### config.mk
export PLATFORM = sky130hd
export DESIGN_NAME = kernel_accumulator_flat
export DESIGN_NICKNAME = d
export VERILOG_FILES = /design/src/rtl/kernel_accumulator_if.sv /design/src/rtl/kernel_accumulator.sv /design/src/flat_wrapper.sv
export SDC_FILE = /design/constraint.sdc
export NUM_CORES = 1
export LEC_CHECK = 0
export BUFFER_PORTS_ARGS = -buffer_cell sky130_fd_sc_hd__buf_2
export CAP_MARGIN = 0
export CORE_ASPECT_RATIO = 0.8
export CORE_MARGIN = 2
export CORE_UTILIZATION = 59
export DETAILED_ROUTE_END_ITERATION = 6
export PLACE_DENSITY = 0.81
export SLEW_MARGIN = 25
export SYNTH_ARGS = -nofsm -noshare
export SYNTH_HDL_FRONTEND = slang
export SYNTH_SLANG_ARGS = --single-unit
### constraint.sdc
create_clock -name i_clk -period 5.7 [get_ports i_clk]
set_input_delay 0.57 -clock i_clk [delete_from_list [all_inputs] [get_ports i_clk]]
set_output_delay 0.57 -clock i_clk [all_outputs]
set_load 0.005 [all_outputs]
### src/rtl/kernel_accumulator_if.sv
// Handshake bundle between the kernel array, the accumulator and the output buffer.
// Signal names are taken from the accumulator's point of view.
`ifndef NBIT
`define NBIT 8
`endif
`ifndef NDATA
`define NDATA 4
`endif

interface kernel_accumulator_if #(
  parameter int NBIT  = `NBIT,
  parameter int NDATA = `NDATA,
  parameter int ACCW  = 24,
  parameter int CW    = 8
);
  logic                  i_valid;
  logic                  o_ready;
  logic [NBIT*NDATA-1:0] i_r;
  logic                  i_last;
  logic                  o_valid;
  logic                  i_ready;
  logic [ACCW-1:0]       o_sum;
  logic [CW-1:0]         o_cnt;
  logic                  o_sat;

  modport slave (
    input  i_valid, i_r, i_last, i_ready,
    output o_ready, o_valid, o_sum, o_cnt, o_sat
  );

  modport master (
    output i_valid, i_r, i_last, i_ready,
    input  o_ready, o_valid, o_sum, o_cnt, o_sat
  );
endinterface

### src/rtl/kernel_accumulator.sv
// AdderNet output stage: reduces each beat of |x-w| terms, accumulates beats up to
// the last one and emits the saturated negated L1 distance.
`ifndef NBIT
`define NBIT 8
`endif
`ifndef NDATA
`define NDATA 4
`endif

module kernel_accumulator #(
  parameter int NBIT  = `NBIT,
  parameter int NDATA = `NDATA,
  parameter int ACCW  = 24,
  parameter int CW    = 8
) (
  input  logic                  i_clk,
  input  logic                  i_rst,
  kernel_accumulator_if.slave   io_bus
);
  localparam int SW = NBIT + $clog2(NDATA);
  localparam int EW = ((ACCW > SW) ? ACCW : SW) + 1;
  localparam logic [EW-1:0] MAXMAG = {{(EW-1){1'b0}}, 1'b1} << (ACCW - 1);

  logic            w_stall;
  logic            w_accept;
  logic [SW-1:0]   w_tree;
  logic [EW-1:0]   w_sum;
  logic            w_over;
  logic [ACCW-1:0] w_mag_next;
  logic            w_sat_next;
  logic [CW-1:0]   w_cnt_next;

  logic            r_a_valid;
  logic            r_a_last;
  logic [SW-1:0]   r_a_sum;
  logic [ACCW-1:0] r_acc;
  logic [CW-1:0]   r_cnt;
  logic            r_sat_acc;
  logic            r_valid;
  logic [ACCW-1:0] r_sum;
  logic [CW-1:0]   r_cnt_o;
  logic            r_sat_o;

  // Stall gates every register, so the whole pipeline freezes while a result is held.
  assign w_stall        = r_valid && !io_bus.i_ready;
  assign w_accept       = io_bus.i_valid && !w_stall;
  assign io_bus.o_ready = !w_stall;
  assign io_bus.o_valid = r_valid;
  assign io_bus.o_sum   = r_sum;
  assign io_bus.o_cnt   = r_cnt_o;
  assign io_bus.o_sat   = r_sat_o;

  // Full-width reduction of the terms of one beat.
  always_comb begin
    w_tree = {SW{1'b0}};
    for (int k = 0; k < NDATA; k++) begin
      w_tree = w_tree + SW'(io_bus.i_r[NBIT*k +: NBIT]);
    end
  end

  // Accumulator next values; the magnitude clamps at 2^(ACCW-1).
  always_comb begin
    w_sum      = EW'(r_acc) + EW'(r_a_sum);
    w_over     = (w_sum > MAXMAG);
    w_sat_next = r_sat_acc | w_over;
    if (w_over) begin
      w_mag_next = MAXMAG[ACCW-1:0];
    end else begin
      w_mag_next = w_sum[ACCW-1:0];
    end
    if (r_cnt == {CW{1'b1}}) begin
      w_cnt_next = r_cnt;
    end else begin
      w_cnt_next = r_cnt + {{(CW-1){1'b0}}, 1'b1};
    end
  end

  // Stage A: registered tree sum with its valid and last flags.
  always_ff @(posedge i_clk or posedge i_rst) begin
    if (i_rst) begin
      r_a_valid <= 1'b0;
      r_a_last  <= 1'b0;
      r_a_sum   <= {SW{1'b0}};
    end else if (!w_stall) begin
      r_a_valid <= w_accept;
      r_a_last  <= w_accept & io_bus.i_last;
      r_a_sum   <= w_tree;
    end
  end

  // Stage B: accumulate, and on a last beat hand the result over and restart.
  always_ff @(posedge i_clk or posedge i_rst) begin
    if (i_rst) begin
      r_acc     <= {ACCW{1'b0}};
      r_cnt     <= {CW{1'b0}};
      r_sat_acc <= 1'b0;
      r_valid   <= 1'b0;
      r_sum     <= {ACCW{1'b0}};
      r_cnt_o   <= {CW{1'b0}};
      r_sat_o   <= 1'b0;
    end else if (!w_stall) begin
      if (r_a_valid && r_a_last) begin
        r_acc     <= {ACCW{1'b0}};
        r_cnt     <= {CW{1'b0}};
        r_sat_acc <= 1'b0;
        r_sum     <= {ACCW{1'b0}} - w_mag_next;
        r_cnt_o   <= w_cnt_next;
        r_sat_o   <= w_sat_next;
      end else if (r_a_valid) begin
        r_acc     <= w_mag_next;
        r_cnt     <= w_cnt_next;
        r_sat_acc <= w_sat_next;
      end
      r_valid <= r_a_valid & r_a_last;
    end
  end
endmodule

### src/flat_wrapper.sv
// flat-port wrapper written by rule: the top's interface ports become plain ports
module kernel_accumulator_flat 
#(
  parameter int NBIT  = `NBIT,
  parameter int NDATA = `NDATA,
  parameter int ACCW  = 24,
  parameter int CW    = 8
)
  (i_clk, i_rst, io_bus_i_valid, io_bus_i_r, io_bus_i_last, io_bus_i_ready, io_bus_o_ready, io_bus_o_valid, io_bus_o_sum, io_bus_o_cnt, io_bus_o_sat);
  kernel_accumulator_if #(.NBIT(NBIT), .NDATA(NDATA), .ACCW(ACCW), .CW(CW)) io_bus_i ();
  input  logic i_clk;
  input  logic i_rst;
  input wire logic [$bits(io_bus_i.i_valid)-1:0] io_bus_i_valid;
  input wire logic [$bits(io_bus_i.i_r)-1:0] io_bus_i_r;
  input wire logic [$bits(io_bus_i.i_last)-1:0] io_bus_i_last;
  input wire logic [$bits(io_bus_i.i_ready)-1:0] io_bus_i_ready;
  output wire logic [$bits(io_bus_i.o_ready)-1:0] io_bus_o_ready;
  output wire logic [$bits(io_bus_i.o_valid)-1:0] io_bus_o_valid;
  output wire logic [$bits(io_bus_i.o_sum)-1:0] io_bus_o_sum;
  output wire logic [$bits(io_bus_i.o_cnt)-1:0] io_bus_o_cnt;
  output wire logic [$bits(io_bus_i.o_sat)-1:0] io_bus_o_sat;
  assign io_bus_i.i_valid = io_bus_i_valid;
  assign io_bus_i.i_r = io_bus_i_r;
  assign io_bus_i.i_last = io_bus_i_last;
  assign io_bus_i.i_ready = io_bus_i_ready;
  assign io_bus_o_ready = io_bus_i.o_ready;
  assign io_bus_o_valid = io_bus_i.o_valid;
  assign io_bus_o_sum = io_bus_i.o_sum;
  assign io_bus_o_cnt = io_bus_i.o_cnt;
  assign io_bus_o_sat = io_bus_i.o_sat;
  kernel_accumulator #(.NBIT(NBIT), .NDATA(NDATA), .ACCW(ACCW), .CW(CW)) u_core (.i_clk(i_clk), .i_rst(i_rst), .io_bus(io_bus_i));
endmodule
# Word-level counts from Yosys, hierarchy flattened
# Index checks and enable logic that the tools add are counted.
dict set report op_classes {
  n_addsub 6
  multipliers 0
  div 0
  n_lt_le_gt_ge 1
  eq_ne 1
  n_shift 0
  mux 8
  n_bitwise 4
  reduce_logical 8
}
# operator n
set op_table {}
lappend op_table {{24-bit two-way mux} 3}
lappend op_table {{24-bit by 10-bit adder with 25-bit output} 1}
lappend op_table {{25-bit by 24-bit greater-than comparator with 1-bit output, second input constant} 1}
lappend op_table {{8-bit two-way mux} 3}
lappend op_table {{1-bit by 24-bit subtractor with 24-bit output, first input constant} 1}
lappend op_table {{10-bit by 8-bit adder with 10-bit output} 2}
lappend op_table {{8-bit by 8-bit adder with 9-bit output} 1}
lappend op_table {{8-bit by 1-bit adder with 8-bit output, second input constant} 1}
lappend op_table {{8-bit equality test, second input constant} 1}
lappend op_table {{2-bit AND reduction} 2}
lappend op_table {{1-bit logical AND} 3}
lappend op_table {{1-bit bitwise AND} 2}
lappend op_table {{1-bit zero test} 2}
lappend op_table {{1-bit two-way mux} 2}
lappend op_table {{2-bit nonzero test} 1}
lappend op_table {{1-bit NOT} 1}
lappend op_table {{1-bit OR} 1}
dict set report word_totals {
  ff_bits 79
  latchBits 0
  mem_bits_rw 0
  rom_bits 0
  inputBits 37
  out_inout_bits 35
  wordCells 38
  memories 0
}

# Logic depth before layout (Yosys ltp)
# Gate-level depths: netlist of the first run.
dict set report depth {
  depth_word 5
  depth_mapped 19
  ltp_nobuf 17
}

# Worst setup path after synthesis of the first run
# Ideal clock, no wire load.
dict set report synth_path {
  path_type {flip-flop to flip-flop}
  startpoint {register u_core.r_acc[4]}
  endpoint {register u_core.r_sum[18], in the netlist u_core.io_bus.o_sum[18]}
  setup_time_ns 0.078
  arrival_ns 4.092
  required_time_ns 5.622
  setup_slack_ns 1.531
  stages_incl_launch_ff 18
  path_buffers 2
  period_less_slack_ns 4.169
  cell_sequence {dfrtp_1 ha_1 nand2_1 o31ai_4 a31oi_1 or4_1 a32oi_1 nor4_2 a21o_1 buf_4 buf_8 nand2b_1 ha_1 o21a_1 nand4_4 or4_1 a31o_1 a21boi_1}
}
dict set report synth_via {
  elab_chain_cells 4
}
# element line
set synth_lines {}
lappend synth_lines {{start: declaration} kernel_accumulator.sv:36} ;# logic [ACCW-1:0] r_acc;
lappend synth_lines {{start signal: assignment} kernel_accumulator.sv:94} ;# r_acc <= {ACCW{1'b0}};
lappend synth_lines {{start signal: assignment} kernel_accumulator.sv:103} ;# r_acc <= {ACCW{1'b0}};
lappend synth_lines {{start signal: assignment} kernel_accumulator.sv:110} ;# r_acc <= w_mag_next;
lappend synth_lines {{24-bit by 10-bit adder with 25-bit output *} kernel_accumulator.sv:63} ;# w_sum = EW'(r_acc) + EW'(r_a_sum);
lappend synth_lines {{25-bit by 24-bit greater-than comparator with 1-bit output} kernel_accumulator.sv:64} ;# w_over = (w_sum > MAXMAG);
lappend synth_lines {{24-bit two-way mux *} kernel_accumulator.sv:66} ;# if (w_over) begin
lappend synth_lines {{1-bit by 24-bit subtractor with 24-bit output *} kernel_accumulator.sv:106} ;# r_sum <= {ACCW{1'b0}} - w_mag_next;
lappend synth_lines {{end signal: assignment} kernel_accumulator.sv:98} ;# r_sum <= {ACCW{1'b0}};
lappend synth_lines {{end signal: assignment} kernel_accumulator.sv:106}
lappend synth_lines {{end: declaration} kernel_accumulator.sv:40} ;# logic [ACCW-1:0] r_sum;
# Every way passes the cells marked *; elsewhere a longest branch is shown, timed or not.
# A chain may end at the register's enable or synchronous reset.

# Worst setup path in the final report of the first run
dict set report layout_path {
  startpoint {register u_core.r_a_sum[8]}
  endpoint {register u_core.r_sum[18], in the netlist u_core.io_bus.o_sum[18]}
}
dict set report layout_via {
  elab_chain_cells 4
}
# element line
set layout_lines {}
lappend layout_lines {{start: declaration} kernel_accumulator.sv:35} ;# logic [SW-1:0] r_a_sum;
lappend layout_lines {{start signal: assignment} kernel_accumulator.sv:83} ;# r_a_sum <= {SW{1'b0}};
lappend layout_lines {{start signal: assignment} kernel_accumulator.sv:87} ;# r_a_sum <= w_tree;
lappend layout_lines {{24-bit by 10-bit adder with 25-bit output *} kernel_accumulator.sv:63}
lappend layout_lines {{25-bit by 24-bit greater-than comparator with 1-bit output} kernel_accumulator.sv:64}
lappend layout_lines {{24-bit two-way mux *} kernel_accumulator.sv:66}
lappend layout_lines {{1-bit by 24-bit subtractor with 24-bit output *} kernel_accumulator.sv:106}
# Marked as above.

==> results of run 1 <==
-- worst max-delay path: stages (launching register included) --
cell and delay (ns):
dfrtp_1 0.39, ha_1 0.47, nand2_1 0.17, o32ai_1 0.44, a31oi_1 0.22, or4_1 0.66
a32oi_1 0.21, nor4_2 0.10, a21o_1 0.23, nand2_1 0.12, ha_1 0.43, o21a_1 0.24
nand4_4 0.16, or4_1 0.53, a31o_1 0.23, a21boi_1 0.13
-- cell type report --
type | count | area, um^2 | share of cell area, %
Timing Repair Buffer | 78 | 411.6 | 6.196
Clock buffer | 9 | 225.2 | 3.390
Tap cell | 136 | 170.2 | 2.561
Multi-Input combinational cell | 527 | 3567 | 53.69
Sequential cell | 79 | 1977 | 29.76
Clock inverter | 7 | 112.6 | 1.695
Inverter | 48 | 180.2 | 2.712
-- worst max path at each step --
stage / to / slack (ns) / depth (start not counted)
after floorplan: u_core.io_bus.o_sum[18]$_DFFE_PP0P_ / 1.53 / 17
after global placement: u_core.io_bus.o_sum[18]$_DFFE_PP0P_ / 1.19 / 15
after detailed placement: u_core.io_bus.o_sum[22]$_DFFE_PP0P_ / 1.02 / 16
after CTS: u_core.io_bus.o_sum[22]$_DFFE_PP0P_ / 0.99 / 16
after global routing: u_core.io_bus.o_sum[22]$_DFFE_PP0P_ / 0.56 / 16
final: u_core.io_bus.o_sum[18]$_DFFE_PP0P_ / 0.90 / 15
-- stage by stage --
step / instance area [um^2] / setup WS, ns
after floorplan: 5928 / 1.531
after global placement: 6300 / 1.185
after detailed placement: 6300 / 1.022
after CTS: 6638 / 0.9911
after global routing: 6644 / 0.5641
final: 6644 / 0.8951
-- Yosys cell counts, types with 7 or more instances --
master / n
a21o_1: 16
a21oi_1: 42
a22o_1: 15
a31oi_1: 12
and2_1: 8
and3_1: 12
buf_2: 7
clkbuf_1: 20
dfrtp_1: 79
fa_1: 11
ha_1: 28
inv_1: 48
mux2i_1: 7
nand2_1: 79
nand2b_1: 7
nand3_1: 24
nand4_1: 7
nor2_1: 55
nor3_1: 10
nor4_1: 7
o21ai_0: 47
o31ai_1: 9
xnor2_1: 23
xor2_1: 11
-- cells by family after synthesis --
group / count (synthesis) / share of synthesized area (%)
and+or+nand+nor: 244 / 20.92
AOI/OAI and AO/OA: 201 / 22.92
buffers and inverters: 86 / 6.521
DFF: 79 / 33.35
adders and majority gates: 39 / 9.624
xor gates and xnor gates: 35 / 5.298
muxes: 8 / 1.372
-- cell usage in the layout (no fill, tap or decap), types with 8 or more instances in the layout --
cell | Yosys | routed
a21o_1 | 16 | 16
inv_1 | 48 | 47
and2_1 | 8 | 8
nand2_1 | 79 | 79
a21oi_1 | 42 | 42
ha_1 | 28 | 28
nor2_1 | 55 | 54
dfrtp_1 | 79 | 79
nand3_1 | 24 | 24
fa_1 | 11 | 11
xnor2_1 | 23 | 23
clkbuf_16 | 0 | 9
a31oi_1 | 12 | 12
a22o_1 | 15 | 15
and3_1 | 12 | 12
o21ai_0 | 47 | 47
nor3_1 | 10 | 10
o31ai_1 | 9 | 9
xor2_1 | 11 | 11
buf_2 | 7 | 71
-- registers in the layout (all words and copies together), names as in the netlist --
| register | count |
|---|---|
| u_core.r_sat_acc | 1 |
| u_core.io_bus.o_cnt | 8 |
| u_core.io_bus.o_sat | 1 |
| u_core.r_a_valid | 1 |
| u_core.r_cnt | 8 |
| u_core.io_bus.o_sum | 24 |
| u_core.r_acc | 24 |
| u_core.io_bus.o_valid | 1 |
| u_core.r_a_last | 1 |
| u_core.r_a_sum | 10 |
-- layer usage --
layer  routed length (um)  up-vias  share of wire, %
met2                 7219      265                46
met3                 1181       37               7.6
li1                     -     2579                 -
met4                  386        0               2.5
met5                    0        -                 0
met1                 6853     2593                44
-- power breakdown --
group / internal [mW] / total (mW) / switching (mW) / leakage [nW]
Combinational: 0.731 / 1.94 / 1.20 / 1.92
Sequential: 0.723 / 0.845 / 0.122 / 0.980
Clock: 0.394 / 0.658 / 0.265 / 0.161
==> results.md, run 1 <==
- Outcome: finished clean
- CTS tree: done
- Routed vias: 5474
- GRT busiest layer: met2
- Worst-path fanout max: 13
- Main area contributors after synthesis: dfrtp_1, ha_1, nand2_1
- Postcts setup bufs: 0
- Sum Neg Setup Slack: 0 ns
- Met1 global-route usage: 40.77%
- Achievable Freq: 208.1 MHz
- Utilization after layout: 68.57%
- Crit end category: flop
- Hold/Removal Path Class: in2async
- Vias in the first global route: 5302
- Yosys top cell by area: dfrtp_1
- Maximum vdd drop: 0.0002897 V
- Lkg Pwr: 3.063 nW
- CP required: 5.98 ns
- Final period utilization: 84.30%
- DR vias/cell: 6.192
- Worst clock skew: 0.007681 ns
- Port bufs: 71
- Pin count of the biggest net entering global routing: 80
- Worst r2r path cells: 15
- Post-Syn Area: 5928 um^2
- Post-synth EDFFs: 0
- Die height: 93.66 um
- Detailed Route WL: 15640 um
- M2 GR Usage: 48.29%
- Worst Setup SP: u_core.r_a_sum[8]$_DFFE_PP0N_
- Clk_lat worst skew: 0.35 ns
- Setup CP Type: reg2reg
- Cell Rows: 32
- Worst Tran Pin Value: 1.024 ns
- Root buf cell: clkbuf_16
- Worst R2R Setup Slack: 0.90 ns
- DRT iter0 DRCs: 520
- Crit path DAT: 5.08 ns
- Share of layout cells above drive strength 1: 15.64%
- Number of routed nets with antenna violations: 0
- R2r endpoint: u_core.io_bus.o_sum[18]$_DFFE_PP0P_
- Worst R2R Start: u_core.r_a_sum[8]$_DFFE_PP0N_
- Remaining DRCs: 0
- Yosys cell types: 80
- Total CTS buffers: 9
- Starting density of the core: 61.18%
- FF+latch count, synth: 79
- Die footprint: 10870 um^2
- Filler Cell Count: 774
- Syn. warnings: 0
- RSZ-0062 raised after global routing: false
- Most used DFF post-synth: dfrtp_1
- Die W: 116.1 um
- Register clock-pin slew on the reported worst setup and hold paths: 0.07 ns
- Core area: 9689 um^2
- Hold slack: 0.4077 ns
- Max clock buf depth: 2
- Setup violators final: 0
- Global-route wire length before repair: 25620 um
- Max-cap violation count: 0
- DP HPWL: 11280 um
- Total GRT Usage: 30.19%
- Number of clock sinks: 79
- Final Max Tran Viols: 0
- Initial antenna violation count: 0
- Syn_nets: 768
- Area Growth Syn to Fin: 12.07%
- Final Hold Vio Count: 0
- Design Power: 3.439 mW
- Power per cell area: 517.6 nW/um^2
- Total grt overflow: 0
- I/O Pins: 72
- Mapped Avg Cell Area: 8.567 um^2
- Asr flop ratio synth: 100.0%
- Hold-fix buffers, CTS: 0
- Launching element type of the critical path: flop
- Synth top area share: 33.35%
- Final Non-Filler Cells: 884
- # nets final: 819
- N_diodes: 0
- H-tree Lvls: 3
- Routed wire per std cell: 17.69 um
- Slew HR: 31.59%
- M3 GR Usage: 6.194%
- DRT Pass-1 Iters: 5
- Placed Cells: 868
- Sequential share of the synthesized area: 33.35%
- Tmin final: 4.805 ns
- Number of gates resized after CTS: 0
- Synth Instances: 692
- Routability cong.: 0.9702
Note: power is estimated with default switching activity, not from simulation.
==> run 2, diff against run 1 <==
--- a/config.mk
+++ b/config.mk
@@ -5,13 +5,14 @@
 export SDC_FILE = /design/constraint.sdc
 export NUM_CORES = 1
 export LEC_CHECK = 0
+export ABC_AREA = 1
 export BUFFER_PORTS_ARGS = -buffer_cell sky130_fd_sc_hd__buf_2
 export CAP_MARGIN = 0
 export CORE_ASPECT_RATIO = 0.8
 export CORE_MARGIN = 2
-export CORE_UTILIZATION = 59
+export CORE_UTILIZATION = 54
 export DETAILED_ROUTE_END_ITERATION = 6
-export PLACE_DENSITY = 0.81
+export PLACE_DENSITY = 0.78
 export SLEW_MARGIN = 25
 export SYNTH_ARGS = -nofsm -noshare
 export SYNTH_HDL_FRONTEND = slang
==> constraint.sdc (replaced) <==
create_clock -name i_clk -period 3.89 [get_ports i_clk]
set_input_delay 0.389 -clock i_clk [delete_from_list [all_inputs] [get_ports i_clk]]
set_output_delay 0.389 -clock i_clk [all_outputs]
set_load 0.005 [all_outputs]
==> run 2 against run 1 <==
Net effect: total power increased by 36%; global-route usage decreased by 2.9 points; synthesized cell count increased by 23%; critical endpoint is now u_core.io_bus.o_sum[17]$_DFFE_PP0P_.
==> results.md, run 2 <==
- Core area: 10720 um^2 (+11%)
- Setup violators final: 0 (unchanged)
- Worst-path fanout max: 20 (+7)
- Sequential share of the synthesized area: 33.71% (+0.36 points)
- Mapped Avg Cell Area: 6.867 um^2 (-20%)
- Launching element type of the critical path: flop
- Number of clock sinks: 79 (unchanged)
- Clk_lat worst skew: 0.34 ns (about the same)
- Share of layout cells above drive strength 1: 11.90% (-3.7 points)
- Root buf cell: clkbuf_16
- Routed vias: 5712 (+4.3%)
- Lkg Pwr: 3.701 nW (+21%)
- Crit end category: flop
- Starting density of the core: 54.70% (-6.5 points)
- Postcts setup bufs: 0 (unchanged)
- Worst clock skew: 0.008069 ns (+0.0003880 ns)
- Routability cong.: 0.9513 (-1.9%)
- Final worst-path setup slack: 0.3480 ns (-0.5471 ns)
- Register clock-pin slew on the reported worst setup and hold paths: 0.06 ns (about the same)
- Worst slack at placement: 0.3027 ns (-0.7196 ns)
- DR vias/cell: 5.304 (-14%)
- Routed wire per std cell: 14.07 um (-21%)
- DP HPWL: 11640 um (+3.2%)
- Most used DFF post-synth: dfrtp_1
- Placed cell areas: 6380 um^2 (+1.3%)
- H-tree Lvls: 3 (unchanged)
- Cell Rows: 34 (+6.3%)
- Detailed Route WL: 15150 um (-3.1%)
- Tmin final: 3.542 ns (-1.263 ns)
- Count leader, synth: nand2_1
- # nets final: 1004 (+23%)
- Final instance area: 6693 um^2 (+0.73%)
- Worst Tran Pin Value: 0.7204 ns (-0.3032 ns)
- Asr flop ratio synth: 100.0% (unchanged)
- Placed Cells: 1061 (+22%)
- Hold-fix buffers, CTS: 0 (unchanged)
- Most frequent cells in the layout: nand2_1, inv_1, dfrtp_1
- Hold/Removal Path Class: in2async
- Final Hold Vio Count: 0 (unchanged)
- Post-synth EDFFs: 0 (unchanged)
- CTS tree: done
- Crit path DAT: 3.77 ns (-1.31 ns)
- Seq. cell area: 1977 um^2 (unchanged)
- Leading post-synthesis cells by instance count: nand2_1, inv_1, dfrtp_1, nor2_1, nand3_1
- Total GRT Usage: 27.29% (-2.9 points)
- Number of gates resized after CTS: 0 (unchanged)
- Yosys cell types: 34 (-57%)
- Die height: 97.21 um (+3.8%)
- Final Non-Filler Cells: 1077 (+22%)
- Remaining DRCs: 0 (unchanged)
- Total grt overflow: 0 (unchanged)
- DRT iter0 DRCs: 454 (-13%)
- Global-route wire length before repair: 25790 um (+0.68%)
- I/O Pins: 72 (unchanged)
- Total CTS buffers: 9 (unchanged)
- Die W: 120.5 um (+3.8%)
- RSZ-0062 raised after global routing: false
- Area Growth Syn to Fin: 14.12%
- Port bufs: 71 (unchanged)
- FF+latch count, synth: 79 (unchanged)
- Die footprint: 11710 um^2 (+7.8%)
- Max-cap violation count: 0 (unchanged)
- Post-Syn Area: 5864 um^2 (-1.1%)
- Synth Instances: 854 (+23%)
- Main area contributors after synthesis: dfrtp_1, nand2_1, inv_1
- Pin count of the biggest net entering global routing: 37 (-54%)
- DRT Pass-1 Iters: 6 (+1)
- Area occupied by multi-input gates: 3214 um^2 (-9.9%)
- Setup CP Type: reg2reg
- CP required: 4.12 ns (-1.86 ns)
- Power per cell area: 700.6 nW/um^2 (+35%)
- Final period utilization: 91.05% (+6.8 points)
- Commonest non-fill, non-tap cell in the layout: nand2_1
- Final Max Tran Viols: 0 (unchanged)
- Sum Neg Setup Slack: 0 ns (unchanged)
- Achievable Freq: 282.3 MHz (+36%)
- Maximum vdd drop: 0.0004753 V (+64%)
- Syn. warnings: 0 (unchanged)
- Syn_nets: 930 (+21%)
- Number of routed nets with antenna violations: 0 (unchanged)
- N_diodes: 0 (unchanged)
- Filler Cell Count: 977 (+26%)
- Max clock buf depth: 2 (unchanged)
- Initial antenna violation count: 0 (unchanged)
- Slew HR: 51.92% (+20 points)
- Outcome: finished clean
- Yosys top cell by area: dfrtp_1
- Worst r2r path cells: 22 (+7)
- Vias in the first global route: 5450 (+2.8%)
- Synth top area share: 33.71% (+0.36 points)
[run 2: power breakdown]
| part | switching (mW) | internal [mW] |
|---|---|---|
| Clock | 0.361 | 0.524 |
| Combinational | 1.65 | 0.887 |
| Sequential | 0.184 | 1.08 |
[run 2: final timing paths]
path                                                      from                                  end  slack (ns)
setup / recovery                   u_core.r_acc[0]$_DFFE_PP0P_  u_core.io_bus.o_sum[17]$_DFFE_PP0P_        0.35
hold reg to reg            u_core.io_bus.o_sum[19]$_DFFE_PP0P_  u_core.io_bus.o_sum[19]$_DFFE_PP0P_        0.48
hold / removal                                           i_rst   u_core.io_bus.o_sum[2]$_DFFE_PP0P_        0.13
max in group asynchronous                                i_rst         u_core.r_acc[16]$_DFFE_PP0P_        2.86
setup reg to reg                   u_core.r_acc[0]$_DFFE_PP0P_  u_core.io_bus.o_sum[17]$_DFFE_PP0P_        0.35
min in group i_clk                              io_bus_i_valid         u_core.r_a_valid$_DFFE_PP0N_        0.27
[run 2: layout make-up]
| class | instances | share of cell area, % |
|---|---|---|
| timing repair buffer | 81 | 6.431 |
| clock inverter | 6 | 1.103 |
| clock buffer | 10 | 3.571 |
| inverter | 154 | 8.637 |
| tap | 144 | 2.692 |
| sequential | 79 | 29.54 |
| multi-input combinational | 603 | 48.03 |
[run 2: cells by family after synthesis]
kind of cell / after synthesis / synth area share, %
adder cells (fa/ha/maj): 39 / 9.729
buffers and inverters: 172 / 11.48
XOR/XNOR: 20 / 2.987
flip-flops: 79 / 33.71
AO/OA/AOI/OAI: 109 / 11.24
AND/OR/NAND/NOR: 435 / 30.85
[run 2: through the flow]
stage	util [%]	power (mW)	hold WS, ns
floorplan	-	2.982	0.4528
global placement	59.51	3.689	0.4586
detailed placement	59.51	3.717	0.4653
CTS	62.43	4.634	0.1377
global route	62.43	5.083	0.1646
finish	62.43	4.689	0.1262
[run 2: critical path: stages (launching register included)]
cell	delay [ns]
dfrtp_1	0.35
ha_1	0.21
inv_1	0.07
fa_1	0.41
inv_1	0.13
nand2_1	0.09
a21oi_1	0.23
nand2_1	0.12
nand3_2	0.11
nand3_1	0.07
nand2_1	0.12
nand2_1	0.06
nor2_1	0.13
nand2_2	0.08
o21ai_4	0.24
buf_4	0.26
o21ai_0	0.16
nand3_1	0.19
nor2_1	0.14
nand2_1	0.09
nand2_1	0.05
nand3_1	0.06
nand2_1	0.04
[run 2: routing by layer]
layer  share of wire (%)  track usage, %
met5                   0               0
met4                 1.3           6.530
met3                  10           7.042
met2                  41           39.29
met1                  47           41.11
